==> config.mk <==
export PLATFORM = sky130hd
export DESIGN_NAME = irq_ctrl
export DESIGN_NICKNAME = d
export VERILOG_FILES = /design/src/rtl/irq_pkg.sv /design/src/rtl/irq_prio_enc.sv /design/src/rtl/irq_ctrl.sv
export SDC_FILE = /design/constraint.sdc
export NUM_CORES = 1
export LEC_CHECK = 0
export BUFFER_PORTS_ARGS = -buffer_cell sky130_fd_sc_hd__clkbuf_2
export CAP_MARGIN = 10
export CORE_ASPECT_RATIO = 0.5
export CORE_MARGIN = 5
export CORE_UTILIZATION = 45
export CTS_CLUSTER_DIAMETER = 30
export DETAILED_ROUTE_END_ITERATION = 16
export GPL_TIMING_DRIVEN = 0
export PLACE_DENSITY_LB_ADDON = 0.3
export SKIP_CTS_REPAIR_TIMING = 1
export SLEW_MARGIN = 25
export SYNTH_ARGS = -nofsm -noshare
export SYNTH_HDL_FRONTEND = slang
export SYNTH_HIERARCHICAL = 1
export SYNTH_SLANG_ARGS = --single-unit
==> constraint.sdc <==
create_clock -name clk -period 4.6 [get_ports clk]
set_input_delay 1.15 -clock clk [delete_from_list [all_inputs] [get_ports clk]]
set_output_delay 1.15 -clock clk [all_outputs]
set_load 0.03 [all_outputs]
==> src/rtl/irq_pkg.sv <==
// Shared constants for the interrupt controller: register offsets and FSM states.
package irq_pkg;

  localparam int IRQ_MAX = 8;

  localparam logic [7:0] OFF_PEND  = 8'd0;
  localparam logic [7:0] OFF_MASK  = 8'd1;
  localparam logic [7:0] OFF_MODE  = 8'd2;
  localparam logic [7:0] OFF_INSVC = 8'd3;
  localparam logic [7:0] OFF_STAT  = 8'd4;

  typedef enum logic {
    IDLE = 1'b0,
    REQ  = 1'b1
  } state_t;

endpackage

==> src/rtl/irq_prio_enc.sv <==
// Find-first-set encoder: lowest set bit wins, index is 3 bits wide (up to 8 inputs).
module irq_prio_enc #(
  parameter int N = 8
) (
  input  logic [N-1:0] req,
  output logic         valid,
  output logic [2:0]   index
);

  always_comb begin
    valid = 1'b0;
    index = 3'd0;
    // Scan downward so the lowest set index is the last one assigned.
    for (int i = N - 1; i >= 0; i--) begin
      if (req[i]) begin
        valid = 1'b1;
        index = 3'(i);
      end
    end
  end

endmodule

==> src/rtl/irq_ctrl.sv <==
// Prioritised, nesting interrupt controller with memory-mapped PEND/MASK/MODE/INSVC/STAT
// registers and a one-request handshake towards the control unit.
module irq_ctrl
  import irq_pkg::*;
#(
  parameter int          NUM_IRQ    = 8,
  parameter logic [15:0] VEC_BASE   = 16'h0008,
  parameter int          VEC_STRIDE = 2,
  parameter logic [7:0]  REG_BASE   = 8'h20
) (
  input  logic               clk,
  input  logic               rst,
  input  logic [NUM_IRQ-1:0] irq_in,
  input  logic [7:0]         io_addr,
  input  logic [7:0]         io_wdata,
  input  logic               io_we,
  input  logic               io_re,
  output logic [7:0]         io_rdata,
  output logic               int_req,
  output logic [15:0]        int_vector,
  input  logic               int_ack,
  input  logic               int_reti
);

  localparam int N = NUM_IRQ;

  logic [N-1:0] sync1_reg, sync2_reg, sync3_reg, rise_reg;
  logic [N-1:0] pend_reg, mask_reg, mode_reg, insvc_reg;
  logic [N-1:0] pend_next, insvc_next;
  logic [N-1:0] allowed, id_hot, top_hot, w1c, ack_clr, lvl2edge;
  state_t       state_reg;
  logic [2:0]   id_reg;
  logic         cand_valid, top_valid;
  logic [2:0]   cand_idx, top_idx;
  logic [15:0]  cand_vec;
  logic [7:0]   off;
  logic         wr_pend, wr_mode, ack_take, id_live;

  assign off      = io_addr - REG_BASE;
  assign wr_pend  = io_we && (off == OFF_PEND);
  assign wr_mode  = io_we && (off == OFF_MODE);
  assign ack_take = (state_reg == REQ) && int_ack;
  assign cand_vec = VEC_BASE + 16'(VEC_STRIDE) * {13'b0, cand_idx};

  generate
    for (genvar gi = 0; gi < N; gi++) begin : g_ch
      // Only strictly higher priority than the top in-service channel may nest.
      assign allowed[gi]  = !top_valid || (3'(gi) < top_idx);
      assign id_hot[gi]   = (id_reg == 3'(gi));
      assign top_hot[gi]  = top_valid && (top_idx == 3'(gi));
      assign w1c[gi]      = wr_pend && io_wdata[gi];
      assign ack_clr[gi]  = ack_take && id_hot[gi];
      assign lvl2edge[gi] = wr_mode && !mode_reg[gi] && io_wdata[gi];
      assign pend_next[gi] = mode_reg[gi]
                           ? (rise_reg[gi] | (pend_reg[gi] & ~w1c[gi] & ~ack_clr[gi]))
                           : (lvl2edge[gi] ? 1'b0 : sync3_reg[gi]);
    end
  endgenerate

  // Retire first, then record the newly accepted channel.
  assign insvc_next = (insvc_reg & ~(int_reti ? top_hot : '0)) | (ack_take ? id_hot : '0);
  assign id_live    = |(pend_reg & mask_reg & id_hot);

  irq_prio_enc #(.N(N)) u_cand (
    .req   (pend_reg & mask_reg & allowed),
    .valid (cand_valid),
    .index (cand_idx)
  );

  irq_prio_enc #(.N(N)) u_top (
    .req   (insvc_reg),
    .valid (top_valid),
    .index (top_idx)
  );

  always_ff @(posedge clk) begin
    if (rst) begin
      sync1_reg <= '0;
      sync2_reg <= '0;
      sync3_reg <= '0;
      rise_reg  <= '0;
      pend_reg  <= '0;
      mask_reg  <= '0;
      mode_reg  <= '1;
      insvc_reg <= '0;
    end else begin
      sync1_reg <= irq_in;
      sync2_reg <= sync1_reg;
      sync3_reg <= sync2_reg;
      rise_reg  <= sync2_reg & ~sync3_reg;
      pend_reg  <= pend_next;
      insvc_reg <= insvc_next;
      if (io_we && off == OFF_MASK) mask_reg <= io_wdata[N-1:0];
      if (wr_mode) mode_reg <= io_wdata[N-1:0];
    end
  end

  always_ff @(posedge clk) begin
    if (rst) begin
      state_reg  <= IDLE;
      id_reg     <= 3'd0;
      int_req    <= 1'b0;
      int_vector <= VEC_BASE;
    end else begin
      case (state_reg)
        IDLE: if (cand_valid) begin
          state_reg  <= REQ;
          id_reg     <= cand_idx;
          int_req    <= 1'b1;
          int_vector <= cand_vec;
        end
        REQ: if (int_ack || !id_live) begin
          state_reg <= IDLE;
          int_req   <= 1'b0;
        end
      endcase
    end
  end

  always_ff @(posedge clk) begin
    if (rst || !io_re) begin
      io_rdata <= 8'h00;
    end else begin
      case (off)
        OFF_PEND:  io_rdata <= 8'(pend_reg);
        OFF_MASK:  io_rdata <= 8'(mask_reg);
        OFF_MODE:  io_rdata <= 8'(mode_reg);
        OFF_INSVC: io_rdata <= 8'(insvc_reg);
        OFF_STAT:  io_rdata <= {int_req, 4'b0000, id_reg};
        default:   io_rdata <= 8'h00;
      endcase
    end
  end

endmodule

==> run_results.csv <==
group,metric,value,unit
status,run_status,"complete, no violations",
critical_path,r2r-end,"int_req",
timing,clock_skew,0.00524,ns
finish,seqCellArea,1560,sq um
floorplan,die-area,9880,sq um
critical_path,cp_max_fo,10,
timing,finalHoldViolations,0,
timing,period_share,59.7,%
yosys,async_flop_share,0,%
global_routing,antenna_found_initial,0,
clock_network,cts_sinks,78,
clock_network,numCtsBuffers,9,
floorplan,die_w,136,um
clock_network,htreeDepth,3,
timing,tightestPinTransition,0.729,ns
clock_network,clk_pin_slew_worst_paths,0.06,ns
critical_path,reg2regPathDepth,12,
finish,syn_to_final_growth,20.3,%
flow_run,cap_viol_max_count,0,
yosys,yosysTopAreaCell,"dfxtp_1",
finish,nets,485,
critical_path,cp-end-kind,"flop",
drt,drc_errors,0,
yosys,synth_top_cell_area_share,43.9,%
yosys,yosysMostFrequentCell,"dfxtp_1",
finish,multi_input_area,1820,sq um
yosys,synthesis.instances,391,
floorplan,rows,22,
drt,antenna_left,0,
pwr,powerDensity,372,nW/um^2
finish,fillers,649,
timing,rsz0062_at_grt,"false",
finish,drive_above_1_share,17.2,%
timing,fin_ws,1.85,ns
place,dp_slack,1.53,ns
critical_path,crit_start,"io_addr[5]",
drt,drt-total-wl,8.53,mm
floorplan,num_io_pins,55,
yosys,yosysSeqAreaShare,43.9,%
critical_path,required,4.80,ns
clock_network,insertion_delay,0.33,ns
drt,routedWlPerCell,15.1,um
place,io_buffers,41,
yosys,synth_area,3550,sq um
yosys,synthTopCellsByArea,"dfxtp_1 44%, nor2b_1 8.8%, mux2i_1 5.4%, nor2_1 4.1%, nand2_1 3.6%",
global_routing,grt_max_degree,14,
timing,tns,0,ns
yosys,synth.distinct_cells,52,
global_routing,grt.overflow.total,0,
finish,n_antenna_cell,0,
clock_network,root_buffer,"clkbuf_16",
critical_path,regToRegStartpoint,"insvc_reg[4]",
drt,viasPerCell,5.32,
timing,min_period,2.75,ns
place,gp_congestion,0.937,
timing,setup_viol,0,
worst_hold_path,min_path_type,"flop to flop",
global_routing,grt.total_usage,18.1,%
floorplan,initial_utilization,47.3,%
clock_network,tritoncts,"built",
timing,fmax,364,MHz
global_routing,grt_pass1_vias,2774,
critical_path,r2r_slack,1.93,ns
floorplan,core_area,7510,sq um
timing,max_slew_margin,51.3,%
place,dpl.hpwl,6.51,mm
floorplan,die_h,72.8,um
global_routing,grt_pass1_wl,14.0,mm
clock_network,cts.path.max_buffers,2,
drt,dr.first_iter.drc_count,251,
critical_path,crit_path_end,"mode_reg[5]",
yosys,synth_common_cells,"78 x dfxtp_1, 50 x nor2b_1, 39 x nor2_1, 34 x nand2_1, 19 x mux2i_1",
drt,num_vias,3019,
pwr,leakage,1.67,nW
yosys,synth.avg_cell_area,9.09,sq um
critical_path,crit_path_start_kind,"input pin",
critical_path,worstSetupPathType,"input pin to flop",
timing,slew_viol_final,0,
drt,firstDrtPassIters,5,
pwr,vdd_drop_max,0.215,mV
yosys,synth-seq-cells,78,
yosys,synthFlopType,"dfxtp_1",
yosys,synth_edf_count,0,
critical_path,arrival,2.95,ns
yosys,yosys_warnings,6,
## worst min-delay path by stage
| stage | startpoint | endpoint | slack (ns) | cells after the start |
|---|---|---|---|---|
| floorplan | sync3_reg[1] | rise_reg[1] | 0.41 | 1 |
| global placement | sync1_reg[7] | sync2_reg[7] | 0.42 | 1 |
| detailed placement | sync1_reg[5] | sync2_reg[5] | 0.42 | 1 |
| CTS | sync3_reg[2] | rise_reg[2] | 0.43 | 1 |
| global route | sync1_reg[3] | sync2_reg[3] | 0.45 | 1 |
| finish | sync3_reg[2] | rise_reg[2] | 0.42 | 1 |
## area by class of cell
cell class | count | share of cell area [%]
inverters | 13 | 1.14
repair buffers | 41 | 4.80
plain buffers | 29 | 3.80
clock inverters | 5 | 2.52
multi-input cells | 282 | 42.6
well taps | 108 | 3.16
flip-flops and latches | 78 | 36.5
clock buffers | 11 | 5.44
## metrics by stage
| stage | cells | hold slack [ns] | utilization, % | total power, W | instance area (sq um) |
|---|---|---|---|---|---|
| after floorplan | 402 | 0.407 | - | 0.000773 | 3590 |
| after global placement | 551 | 0.416 | 52.4 | 0.000803 | 3940 |
| after detailed placement | 551 | 0.420 | 52.4 | 0.000805 | 3940 |
| after CTS | 567 | 0.429 | 56.9 | 0.00161 | 4280 |
| after global routing | 567 | 0.455 | 56.9 | 0.00165 | 4280 |
| final | 567 | 0.424 | 56.9 | 0.00159 | 4280 |
## cells in the final DEF (no fill, tap or decap), types with 12 or more instances in the layout
master and count:
a21oi_1 18, buf_4 12, clkbuf_1 13, clkbuf_2 41, conb_1 12, dfxtp_1 78
inv_1 12, mux2i_1 19, nand2_1 34, nor2_1 39, nor2b_1 50, o21ai_0 14
## worst max-delay path, stage by stage
cell      delay, ns
clkbuf_2       0.09
inv_1          0.04
ha_1           0.26
nand3b_1       0.28
nor4_1         0.49
buf_2          0.33
mux2i_1        0.23
nand2_1        0.07
## cell families (layout without fill, tap and decap cells)
kind of cell / Yosys count / count (layout) / synth area share, %
buffers and inverters: 42 / 99 / 5.95
flip-flops: 78 / 78 / 43.9
other: 1 / 12 / 0.106
multiplexers: 23 / 23 / 7.89
adder cells (fa/ha/maj): 1 / 1 / 0.352
AND/OR/NAND/NOR: 163 / 163 / 25.1
XOR/XNOR: 1 / 1 / 0.247
AO/OA/AOI/OAI: 82 / 82 / 16.4
## per-layer routing
metal  global-route usage, %  share of wire, %  vias up
met4                    6.03               1.7        0
met5                       0                 0        -
met3                    5.10               8.4       16
met1                    25.5                49     1360
li1                        -                 -     1501
met2                    26.7                41      142
## report_power, final
group          total (W)  switching, W  internal, W
Combinational  0.0000957     0.0000573    0.0000384
Clock           0.000799      0.000267     0.000532
Sequential      0.000695    0.00000639     0.000689
Total            0.00159      0.000330      0.00126
No activity file was read; power rests on OpenSTA's default activity.
